==> src/rtl/ca3_q4_popcount_sequencer_if.sv <==
// ca3_q4_popcount_sequencer_if: word stream in, total popcount result out
interface ca3_q4_popcount_sequencer_if #(
  parameter int WORDS = 4,
  parameter int ACC_W = $clog2(WORDS*127+1)
);
  logic             start;
  logic [126:0]     in_data;
  logic             in_valid;
  logic             in_ready;
  logic             busy;
  logic             done;
  logic [ACC_W-1:0] count;
  logic             above;
  modport master (output start, in_data, in_valid, input in_ready, busy, done, count, above);
  modport slave (input start, in_data, in_valid, output in_ready, busy, done, count, above);
endinterface

==> src/rtl/ca3_q4_popcount_sequencer.sv <==
// ca3_q4_popcount_sequencer: sums the ones of WORDS 127-bit chunks through one shared counter
module ca3_q4_ones127 (
  input  logic [126:0] d_i,
  output logic         co_o,
  output logic [5:0]   sum_o
);
  logic [6:0] n;
  // plain adder chain over all 127 bits; synthesis turns this into a compressor tree
  always_comb begin
    n = '0;
    for (int i = 0; i < 127; i++) n = n + 7'(d_i[i]);
  end
  assign {co_o, sum_o} = n;
endmodule

module ca3_q4_popcount_sequencer #(
  parameter int WORDS  = 4,
  parameter int ACC_W  = $clog2(WORDS*127+1),
  parameter int THRESH = 254
) (
  input logic clk,
  input logic rst,
  ca3_q4_popcount_sequencer_if.slave bus
);
  localparam int CW = $clog2(WORDS+1);
  localparam int unsigned TH = THRESH;
  typedef enum logic [1:0] {IDLE, LOAD, DRAIN, DONE} state_t;
  state_t           state_q, state_d;
  logic [ACC_W-1:0] acc_q, acc_d, count_q, count_d, fin;
  logic [6:0]       pc_q, pc_d;
  logic             pc_v_q, pc_v_d, above_q, above_d;
  logic [CW-1:0]    word_cnt_q, word_cnt_d;
  logic             co, hs, go;
  logic [5:0]       sum;
  ca3_q4_ones127 u_ones (.d_i(bus.in_data), .co_o(co), .sum_o(sum));
  assign hs  = bus.in_valid && state_q == LOAD;
  assign go  = bus.start && state_q == IDLE;
  assign fin = acc_q + (pc_v_q ? ACC_W'(pc_q) : '0);
  assign bus.in_ready = state_q == LOAD;
  assign bus.busy     = state_q != IDLE;
  assign bus.done     = state_q == DONE;
  assign bus.count    = count_q;
  assign bus.above    = above_q;
  // sequence: wait for start, take WORDS chunks, one cycle to fold in the last count, pulse done
  always_comb begin
    state_d = state_q;
    case (state_q)
      IDLE:    state_d = bus.start ? LOAD : IDLE;
      LOAD:    state_d = hs && word_cnt_q == CW'(WORDS-1) ? DRAIN : LOAD;
      DRAIN:   state_d = DONE;
      default: state_d = IDLE;
    endcase
  end
  // chunk counts are registered one cycle before they are folded into acc
  always_comb begin
    pc_d       = hs ? {co, sum} : pc_q;
    pc_v_d     = hs;
    word_cnt_d = go ? '0 : hs ? word_cnt_q + CW'(1) : word_cnt_q;
    acc_d      = go ? '0 : fin;
    count_d    = state_q == DRAIN ? fin : count_q;
    above_d    = state_q == DRAIN ? 32'(fin) > TH : above_q;
  end
  // state and datapath registers, reset aborts any operation
  always_ff @(posedge clk or posedge rst) begin
    if (rst) begin
      state_q    <= IDLE;
      acc_q      <= '0;
      pc_q       <= '0;
      pc_v_q     <= 1'b0;
      word_cnt_q <= '0;
      count_q    <= '0;
      above_q    <= 1'b0;
    end else begin
      state_q    <= state_d;
      acc_q      <= acc_d;
      pc_q       <= pc_d;
      pc_v_q     <= pc_v_d;
      word_cnt_q <= word_cnt_d;
      count_q    <= count_d;
      above_q    <= above_d;
    end
  end
endmodule
==> src/flat_wrapper.sv <==
// flat-port wrapper written by rule: the top's interface ports become plain ports
module ca3_q4_popcount_sequencer_flat 
#(
  parameter int WORDS  = 4,
  parameter int ACC_W  = $clog2(WORDS*127+1),
  parameter int THRESH = 254
)
  (clk, rst, bus_start, bus_in_data, bus_in_valid, bus_in_ready, bus_busy, bus_done, bus_count, bus_above);
  ca3_q4_popcount_sequencer_if #(.WORDS(WORDS), .ACC_W(ACC_W)) bus_i ();
  input logic clk;
  input logic rst;
  input wire logic [$bits(bus_i.start)-1:0] bus_start;
  input wire logic [$bits(bus_i.in_data)-1:0] bus_in_data;
  input wire logic [$bits(bus_i.in_valid)-1:0] bus_in_valid;
  output wire logic [$bits(bus_i.in_ready)-1:0] bus_in_ready;
  output wire logic [$bits(bus_i.busy)-1:0] bus_busy;
  output wire logic [$bits(bus_i.done)-1:0] bus_done;
  output wire logic [$bits(bus_i.count)-1:0] bus_count;
  output wire logic [$bits(bus_i.above)-1:0] bus_above;
  assign bus_i.start = bus_start;
  assign bus_i.in_data = bus_in_data;
  assign bus_i.in_valid = bus_in_valid;
  assign bus_in_ready = bus_i.in_ready;
  assign bus_busy = bus_i.busy;
  assign bus_done = bus_i.done;
  assign bus_count = bus_i.count;
  assign bus_above = bus_i.above;
  ca3_q4_popcount_sequencer #(.WORDS(WORDS), .ACC_W(ACC_W), .THRESH(THRESH)) u_core (.clk(clk), .rst(rst), .bus(bus_i));
endmodule
==> config.mk <==
export PLATFORM = sky130hd
export DESIGN_NAME = ca3_q4_popcount_sequencer_flat
export DESIGN_NICKNAME = d
export VERILOG_FILES = /design/src/rtl/ca3_q4_popcount_sequencer_if.sv /design/src/rtl/ca3_q4_popcount_sequencer.sv /design/src/flat_wrapper.sv
export SDC_FILE = /design/constraint.sdc
export NUM_CORES = 1
export LEC_CHECK = 0
export BUFFER_PORTS_ARGS = -buffer_cell sky130_fd_sc_hd__buf_2
export CAP_MARGIN = 20
export CORE_MARGIN = 5
export CORE_UTILIZATION = 40
export CTS_BUF_LIST = sky130_fd_sc_hd__clkbuf_4 sky130_fd_sc_hd__clkbuf_8
export DETAILED_ROUTE_END_ITERATION = 10
export GPL_TIMING_DRIVEN = 0
export PLACE_DENSITY = 0.62
export SETUP_SLACK_MARGIN = 0.2
export SYNTH_ARGS = -nofsm -noshare
export SYNTH_HDL_FRONTEND = slang
export SYNTH_HIERARCHICAL = 1
export SYNTH_SLANG_ARGS = --single-unit
==> constraint.sdc <==
create_clock -name clk -period 2.65 [get_ports clk]
set_input_delay 0.265 -clock clk [delete_from_list [all_inputs] [get_ports clk]]
set_output_delay 0.265 -clock clk [all_outputs]
set_load 0.02 [all_outputs]
==> results of run 1 <==
==> critical path: cells and delay by family <==
family / cells / cell delay (ps)
simple gates: 3 / 290
compound gates: 3 / 470
fa+ha+maj: 12 / 5600
buf+inv: 6 / 320
==> worst max path at each step <==
stage / from / depth (start not counted) / to / slack, ps
after floorplan: bus_in_data[53] / 23 / u_core/pc_q[6] / -4120
after global placement: bus_in_data[53] / 24 / u_core/pc_q[6] / -4490
after detailed placement: bus_in_data[53] / 24 / u_core/pc_q[6] / -4570
after CTS: bus_in_data[57] / 24 / u_core/pc_q[6] / -4110
after global routing: bus_in_data[57] / 24 / u_core/pc_q[6] / -4310
final: bus_in_data[57] / 24 / u_core/pc_q[6] / -4080
==> repair_timing <==
item	in CTS	in global routing
buffers inserted	4	3
hold buffers	0	0
pin swaps	10	10
setup endpoints to repair	8	10
resized for setup	7	12
hold endpoints to repair	0	0
==> registers in the layout, indices dropped and copies added, names as in the netlist <==
register	count
u_core/pc_q	7
u_core/bus.above	1
u_core/state_q	2
u_core/bus.count	9
u_core/pc_v_q	1
u_core/acc_q	9
u_core/word_cnt_q	3
==> cells by family after synthesis <==
family / share of synthesized area
compound gates: 0.05384
simple gates: 0.08481
fa+ha+maj: 0.5510
xor+xnor: 0.01600
flops: 0.1625
buf+inv: 0.1318
==> synth_stat cells (all sizes together), types with 2 or more instances <==
library cell / instances / share of area
inv: 171 / 0.13
fa: 115 / 0.47
nand2: 42 / 0.032
ha: 33 / 0.084
dfrtp: 32 / 0.16
nor2: 18 / 0.014
o21ai: 13 / 0.013
and2: 9 / 0.011
nor2b: 7 / 0.010
a21oi: 5 / 0.0051
xnor2: 5 / 0.0089
nand3: 4 / 0.0041
xor2: 4 / 0.0071
nor3: 3 / 0.0030
o21a: 3 / 0.0046
a211oi: 2 / 0.0041
a21o: 2 / 0.0030
a311oi: 2 / 0.0036
clkbuf: 2 / 0.0015
nand2b: 2 / 0.0025
o211ai: 2 / 0.0030
or2: 2 / 0.0025
==> layout make-up <==
| type | instances | area, sq um |
|---|---|---|
| plain buffers | 2 | 7.507 |
| clock buffers | 7 | 96.34 |
| well taps | 168 | 210.2 |
| flip-flops and latches | 32 | 800.8 |
| repair buffers | 151 | 815.8 |
| fillers | 1103 | 5959 |
| inverters | 171 | 641.9 |
| multi-input cells | 285 | 3530 |
==> per-stage QoR <==
step | instances | setup TNS, ps | utilization
floorplan | 490 | -26390 | -
global placement | 801 | -28540 | 0.4859
detailed placement | 802 | -28980 | 0.4882
CTS | 813 | -26490 | 0.5011
global route | 816 | -27930 | 0.5059
finish | 816 | -26450 | 0.5059
==> metal layers <==
layer	up-vias	wire length, um	track usage
met2	81	4960	0.2477
met5	-	13	0
met4	2	83	0.02479
met1	1694	3861	0.1771
met3	11	448	0.02191
li1	1723	-	-
==> report_table.html, run 1 <==
<table>
<tr><th>Metric</th><th>Value</th></tr>
<tr><th colspan="2">Clocking</th></tr>
<tr><td>Total number of H-tree levels</td><td>2</td></tr>
<tr><td>Cell at the root of the clock tree</td><td>sky130_fd_sc_hd__clkbuf_8</td></tr>
<tr><td>TritonCTS clock tree</td><td>built</td></tr>
<tr><td>Clk slew on worst S/H paths</td><td>60 ps</td></tr>
<tr><td>Max Root-Sink Buffers</td><td>2</td></tr>
<tr><td>Clock net sink count</td><td>32</td></tr>
<tr><td>Later-pin clock latency in the skew report</td><td>280 ps</td></tr>
<tr><td>Number of buffers created by CTS</td><td>5</td></tr>
<tr><th colspan="2">Route</th></tr>
<tr><td>Count of routing violations after the opening detailed-route iteration</td><td>125</td></tr>
<tr><td>Via-to-Cell Ratio</td><td>4.303</td></tr>
<tr><td>Number of DRC violations after detailed routing</td><td>0</td></tr>
<tr><td>First-pass detailed-route iteration total</td><td>4</td></tr>
<tr><td>Overall routed net length</td><td>9367 um</td></tr>
<tr><td>Post-route ant nets</td><td>0</td></tr>
<tr><td>Vias after detailed routing</td><td>3,511</td></tr>
<tr><td>DR WL/cell</td><td>11.48 um</td></tr>
<tr><th colspan="2">Critical path</th></tr>
<tr><td>CP arrival</td><td>6950 ps</td></tr>
<tr><td>Reg2reg setup slack</td><td>290 ps</td></tr>
<tr><td>Startpoint kind of the worst setup timing path</td><td>input port</td></tr>
<tr><td>Slowest cell on the critical path</td><td>sky130_fd_sc_hd__fa_1</td></tr>
<tr><td>Worst r2r src</td><td>u_core/pc_v_q</td></tr>
<tr><td>WS Path Type</td><td>in2reg</td></tr>
<tr><td>RR Endpoint</td><td>u_core/bus.above</td></tr>
<tr><td>Crit path largest cell delay</td><td>550 ps</td></tr>
<tr><td>Depth of the most critical reg-to-reg path</td><td>8</td></tr>
<tr><td>Endpoint class of the critical path</td><td>register</td></tr>
<tr><td>Cells along the critical path</td><td>buf_6 -&gt; fa_1 -&gt; inv_2 -&gt; fa_1 -&gt; inv_2 -&gt; fa_1 -&gt; inv_1 -&gt; fa_1 -&gt; inv_1 -&gt; fa_1 -&gt; inv_1 -&gt; fa_1 -&gt; fa_1 -&gt; fa_1 -&gt; fa_1 -&gt; fa_1 -&gt; fa_2 -&gt; fa_2 -&gt; nor2b_2 -&gt; o31a_1 -&gt; o32ai_1 -&gt; a311oi_1 -&gt; nand2_1 -&gt; nand2_1</td></tr>
<tr><td>Crit-path most repeated cell</td><td>sky130_fd_sc_hd__fa_1</td></tr>
<tr><td>Endpoint required time on the critical path</td><td>2870 ps</td></tr>
<tr><td>Max FO, Critical Path</td><td>2</td></tr>
<tr><th colspan="2">Logic synthesis</th></tr>
<tr><td>Synthesis-stage register bit count</td><td>32</td></tr>
<tr><td>Synthesized netlist cell count</td><td>490</td></tr>
<tr><td>Cell Area, Synth</td><td>4927 sq um</td></tr>
<tr><td>Number of warning messages in the yosys log</td><td>6</td></tr>
<tr><td>Count of distinct cell types in the synthesized netlist</td><td>37</td></tr>
<tr><td>Net count of the mapped netlist</td><td>769</td></tr>
<tr><td>Mean post-synth cell area</td><td>10.06 sq um</td></tr>
<tr><td>Number of synthesized flops with an enable pin</td><td>0</td></tr>
<tr><td>Fraction of the yosys area taken by sequential cells</td><td>0.1625</td></tr>
<tr><td>Proportion of register bits with asynchronous set or reset after synthesis</td><td>1.000</td></tr>
<tr><td>Primary FF master, synth</td><td>sky130_fd_sc_hd__dfrtp_1</td></tr>
<tr><th colspan="2">Cells and area</th></tr>
<tr><td>Layout overhead on the synthesized area</td><td>23.84%</td></tr>
<tr><td>Number of inserted diodes</td><td>0</td></tr>
<tr><td>Non-Filler Cell Area, Final</td><td>6102 sq um</td></tr>
<tr><td>Number of nets in the finished design</td><td>927</td></tr>
<tr><td>Most common cell after layout, fill and taps aside</td><td>sky130_fd_sc_hd__inv_1</td></tr>
<tr><td>Fraction of layout instances using a drive strength above 1</td><td>0.2793</td></tr>
<tr><td>Commonest non-fill, non-tap cells in the layout</td><td>165 x sky130_fd_sc_hd__inv_1, 141 x sky130_fd_sc_hd__buf_2, 111 x sky130_fd_sc_hd__fa_1</td></tr>
<tr><th colspan="2">Placed design</th></tr>
<tr><td>Placed instance area</td><td>5888 sq um</td></tr>
<tr><td>Count of buffers inserted at the top-level ports</td><td>143</td></tr>
<tr><td>Post-placement setup slack</td><td>-4567 ps</td></tr>
<tr><td>Routability Congestion</td><td>0.8318</td></tr>
<tr><td>Half-perimeter wire length after placement</td><td>8699 um</td></tr>
<tr><th colspan="2">Global routing</th></tr>
<tr><td>Pin count of the biggest net entering global routing</td><td>18</td></tr>
<tr><td>Wire length of the first global-routing pass</td><td>16,950 um</td></tr>
<tr><td>Global-route usage over all layers</td><td>0.1378</td></tr>
<tr><td>Sum of overflow across all layers after global routing</td><td>0</td></tr>
<tr><td>Vias in the first global route</td><td>4,062</td></tr>
<tr><td>Number of antenna violations at the first check in global routing</td><td>1</td></tr>
<tr><th colspan="2">Timing</th></tr>
<tr><td>Maximum achievable frequency</td><td>148.6 MHz</td></tr>
<tr><td>Setup repair after global routing missed its margin</td><td>yes</td></tr>
<tr><td>Post-Route Skew</td><td>3.188 ps</td></tr>
<tr><td>Final number of setup-violating endpoints</td><td>7</td></tr>
<tr><td>Final slew viol count</td><td>0</td></tr>
<tr><td>Actual transition at the worst max-transition pin</td><td>771.4 ps</td></tr>
<tr><td>Worst hold margin</td><td>97.44 ps</td></tr>
<tr><td>Clock period minus final worst setup slack</td><td>6730 ps</td></tr>
<tr><td>Min setup slack post-route</td><td>-4080 ps</td></tr>
<tr><td>Final-report hold violation count</td><td>0</td></tr>
<tr><td>Headroom to the max-slew limit</td><td>0.4839</td></tr>
<tr><td>Final clock period utilization by the worst path</td><td>2.539</td></tr>
<tr><th colspan="2">Job</th></tr>
<tr><td>Number of max-cap violations</td><td>0</td></tr>
<tr><th colspan="2">Floorplan</th></tr>
<tr><td>Die Span Y</td><td>121.0 um</td></tr>
<tr><td>IO Count</td><td>144</td></tr>
<tr><td>Core region area</td><td>12,060 sq um</td></tr>
<tr><td>Area enclosed by the die boundary</td><td>14,640 sq um</td></tr>
<tr><td>Die W</td><td>121.0 um</td></tr>
<tr><td>Initial core utilization</td><td>0.4085</td></tr>
<tr><td>Std-Cell Rows</td><td>40</td></tr>
<tr><th colspan="2">Worst hold path</th></tr>
<tr><td>Path category of the worst min-delay check</td><td>in2async</td></tr>
<tr><th colspan="2">Outcome</th></tr>
<tr><td>Result of the run</td><td>finished, violations left</td></tr>
<tr><td>Violated checks</td><td>negative setup slack</td></tr>
</table>
Power of run 1 is not shown: default switching activity piles up to over one toggle a cycle in this logic, so the estimate is an artifact.
==> run 2, diff against run 1 <==
--- a/config.mk
+++ b/config.mk
@@ -14,6 +14,7 @@
 export GPL_TIMING_DRIVEN = 0
 export PLACE_DENSITY = 0.62
 export SETUP_SLACK_MARGIN = 0.2
+export SKIP_LAST_GASP = 1
 export SYNTH_ARGS = -nofsm -noshare
 export SYNTH_HDL_FRONTEND = slang
 export SYNTH_HIERARCHICAL = 1
==> run 2 against run 1 <==
Effect of this change: the run still ends with negative setup slack left; hold slack worse by 3.0 ps; sequential share of layout area hardly changed; critical endpoint unchanged; die area stayed put; largest cell class unchanged; fmax hardly changed; flip-flop and latch count stayed put; critical path depth stayed put; clock skew is 0.75 ps higher.
==> report_table.html, run 2 (synthesis results as in run 1) <==
<table>
<tr><th>Metric</th><th>Value</th></tr>
<tr><th colspan="2">Outcome</th></tr>
<tr><td>Result of the run</td><td>finished, violations left</td></tr>
<tr><td>Violated checks</td><td>negative setup slack</td></tr>
<tr><th colspan="2">Floorplan</th></tr>
<tr><td>Die W</td><td>121.0 um</td></tr>
<tr><td>Area enclosed by the die boundary</td><td>14,640 sq um</td></tr>
<tr><td>Core region area</td><td>12,060 sq um</td></tr>
<tr><td>Initial core utilization</td><td>0.4085</td></tr>
<tr><td>Std-Cell Rows</td><td>40</td></tr>
<tr><td>IO Count</td><td>144</td></tr>
<tr><td>Die Span Y</td><td>121.0 um</td></tr>
<tr><th colspan="2">Cells and area</th></tr>
<tr><td>Most common cell after layout, fill and taps aside</td><td>sky130_fd_sc_hd__inv_1</td></tr>
<tr><td>Number of inserted diodes</td><td>0</td></tr>
<tr><td>Number of nets in the finished design</td><td>927</td></tr>
<tr><td>Layout overhead on the synthesized area</td><td>23.72%</td></tr>
<tr><td>Fraction of layout instances using a drive strength above 1</td><td>0.2762</td></tr>
<tr><td>Commonest non-fill, non-tap cells in the layout</td><td>165 x sky130_fd_sc_hd__inv_1, 141 x sky130_fd_sc_hd__buf_2, 112 x sky130_fd_sc_hd__fa_1</td></tr>
<tr><th colspan="2">Clocking</th></tr>
<tr><td>Clk slew on worst S/H paths</td><td>60 ps</td></tr>
<tr><td>TritonCTS clock tree</td><td>built</td></tr>
<tr><td>Later-pin clock latency in the skew report</td><td>280 ps</td></tr>
<tr><td>Number of buffers created by CTS</td><td>5</td></tr>
<tr><td>Number of hold buffers added after CTS</td><td>0</td></tr>
<tr><td>Max Root-Sink Buffers</td><td>2</td></tr>
<tr><td>Cell at the root of the clock tree</td><td>sky130_fd_sc_hd__clkbuf_8</td></tr>
<tr><td>Clock net sink count</td><td>32</td></tr>
<tr><td>Total number of H-tree levels</td><td>2</td></tr>
<tr><th colspan="2">Critical path</th></tr>
<tr><td>WS Path Type</td><td>in2reg</td></tr>
<tr><td>Endpoint required time on the critical path</td><td>2870 ps</td></tr>
<tr><td>Worst r2r src</td><td>u_core/pc_v_q</td></tr>
<tr><td>RR Endpoint</td><td>u_core/bus.above</td></tr>
<tr><td>Endpoint of the most critical setup path</td><td>u_core/pc_q[6]</td></tr>
<tr><td>Endpoint class of the critical path</td><td>register</td></tr>
<tr><td>Depth of the most critical reg-to-reg path</td><td>8</td></tr>
<tr><td>Reg2reg setup slack</td><td>290 ps</td></tr>
<tr><td>CP arrival</td><td>6950 ps</td></tr>
<tr><td>Startpoint kind of the worst setup timing path</td><td>input port</td></tr>
<tr><td>Critical Path Start</td><td>bus_in_data[57]</td></tr>
<tr><td>Max FO, Critical Path</td><td>2</td></tr>
<tr><th colspan="2">Placed design</th></tr>
<tr><td>Half-perimeter wire length after placement</td><td>8699 um</td></tr>
<tr><td>Routability Congestion</td><td>0.8318</td></tr>
<tr><td>Count of buffers inserted at the top-level ports</td><td>143</td></tr>
<tr><th colspan="2">Global routing</th></tr>
<tr><td>Number of antenna violations at the first check in global routing</td><td>1</td></tr>
<tr><td>Global-route usage over all layers</td><td>0.1378</td></tr>
<tr><td>Sum of overflow across all layers after global routing</td><td>0</td></tr>
<tr><td>Wire length of the first global-routing pass</td><td>16,950 um</td></tr>
<tr><td>Vias in the first global route</td><td>4,062</td></tr>
<tr><td>Pin count of the biggest net entering global routing</td><td>18</td></tr>
<tr><th colspan="2">Route</th></tr>
<tr><td>Metal1 wirelength</td><td>3860 um</td></tr>
<tr><td>Met2 wirelength from detailed routing</td><td>4956 um</td></tr>
<tr><td>Count of routing violations after the opening detailed-route iteration</td><td>125</td></tr>
<tr><td>Top metal layer carrying routed signals</td><td>met5</td></tr>
<tr><td>DR WL/cell</td><td>11.46 um</td></tr>
<tr><td>Post-route ant nets</td><td>0</td></tr>
<tr><td>Length of routed met3 wiring</td><td>439 um</td></tr>
<tr><td>Overall routed net length</td><td>9354 um</td></tr>
<tr><td>First-pass detailed-route iteration total</td><td>4</td></tr>
<tr><td>Number of DRC violations after detailed routing</td><td>0</td></tr>
<tr><td>Vias after detailed routing</td><td>3,505</td></tr>
<tr><td>Via-to-Cell Ratio</td><td>4.295</td></tr>
<tr><th colspan="2">Timing</th></tr>
<tr><td>Final clock period utilization by the worst path</td><td>2.540</td></tr>
<tr><td>Final-report hold violation count</td><td>0</td></tr>
<tr><td>Worst hold margin</td><td>94.47 ps</td></tr>
<tr><td>Post-Route Skew</td><td>3.941 ps</td></tr>
<tr><td>Final-layout setup total negative slack</td><td>-26,450 ps</td></tr>
<tr><td>Actual transition at the worst max-transition pin</td><td>770.2 ps</td></tr>
<tr><td>Final slew viol count</td><td>0</td></tr>
<tr><td>Min setup slack post-route</td><td>-4080 ps</td></tr>
<tr><td>Maximum achievable frequency</td><td>148.6 MHz</td></tr>
<tr><td>Final number of setup-violating endpoints</td><td>7</td></tr>
<tr><td>Clock period minus final worst setup slack</td><td>6730 ps</td></tr>
<tr><td>Headroom to the max-slew limit</td><td>0.4847</td></tr>
<tr><td>Setup repair after global routing missed its margin</td><td>yes</td></tr>
<tr><th colspan="2">Job</th></tr>
<tr><td>Number of max-cap violations</td><td>0</td></tr>
<tr><th colspan="2">Worst hold path</th></tr>
<tr><td>Path category of the worst min-delay check</td><td>in2async</td></tr>
</table>
run 2: cell counts in the layout (fill, tap and decap cells not counted):
Identical to the previous run, type by type.
run 2: per-layer routing:
metal,track usage,vias up
met5,0,-
met4,0.02479,2
met3,0.02191,11
met2,0.2477,77
met1,0.1771,1692
li1,-,1723
run 2: worst min-delay path by stage:
stage	cells past startpoint	startpoint	end
final	2	rst	u_core/bus.count[1]
after floorplan	1	rst	u_core/acc_q[0]
after global routing	2	rst	u_core/bus.count[0]
after CTS	2	rst	u_core/bus.count[0]
after detailed placement	2	rst	u_core/bus.count[1]
after global placement	2	u_core/pc_q[4]	u_core/pc_q[4]
run 2: stage by stage:
step | utilization | cells | setup slack, ps | area [sq um]
finish | 0.5054 | 816 | -4080 | 6096
global placement | 0.4859 | 801 | -4495 | 5861
global route | 0.5054 | 816 | -4314 | 6096
floorplan | - | 490 | -4118 | 4935
CTS | 0.5008 | 813 | -4115 | 6041
detailed placement | 0.4882 | 802 | -4567 | 5888
run 2: what timing repair did:
| action | in CTS | in global routing |
|---|---|---|
| gates resized for setup | 6 | 11 |
| setup endpoints to repair | 8 | 10 |
| setup buffers | 4 | 3 |
| pin swaps | 10 | 10 |
run 2: worst max-delay path, cell delays in order:
cell                       delay (ps)
sky130_fd_sc_hd__buf_6             90
sky130_fd_sc_hd__fa_1             550
sky130_fd_sc_hd__inv_2             40
sky130_fd_sc_hd__fa_1             520
sky130_fd_sc_hd__inv_2             40
sky130_fd_sc_hd__fa_1             490
sky130_fd_sc_hd__inv_1             50
sky130_fd_sc_hd__fa_1             480
sky130_fd_sc_hd__inv_1             50
sky130_fd_sc_hd__fa_1             470
sky130_fd_sc_hd__inv_1             50
sky130_fd_sc_hd__fa_1             460
sky130_fd_sc_hd__fa_1             520
sky130_fd_sc_hd__fa_1             430
sky130_fd_sc_hd__fa_1             510
sky130_fd_sc_hd__fa_1             430
sky130_fd_sc_hd__fa_2             380
sky130_fd_sc_hd__fa_2             360
sky130_fd_sc_hd__nor2b_2          140
sky130_fd_sc_hd__o31a_1           180
sky130_fd_sc_hd__o32ai_1          100
sky130_fd_sc_hd__a311oi_1         200
sky130_fd_sc_hd__nand2_1           80
sky130_fd_sc_hd__nand2_1           70
run 2: area by class of cell:
cell class / count / area (sq um)
Buffer: 2 / 7.507
Clock buffer: 7 / 96.34
Fill cell: 1103 / 5966
Inverter: 171 / 641.9
Multi-Input combinational cell: 285 / 3523
Sequential cell: 32 / 800.8
Tap cell: 168 / 210.2
Timing Repair Buffer: 151 / 815.8
Power of run 2 is left out for the same reason.
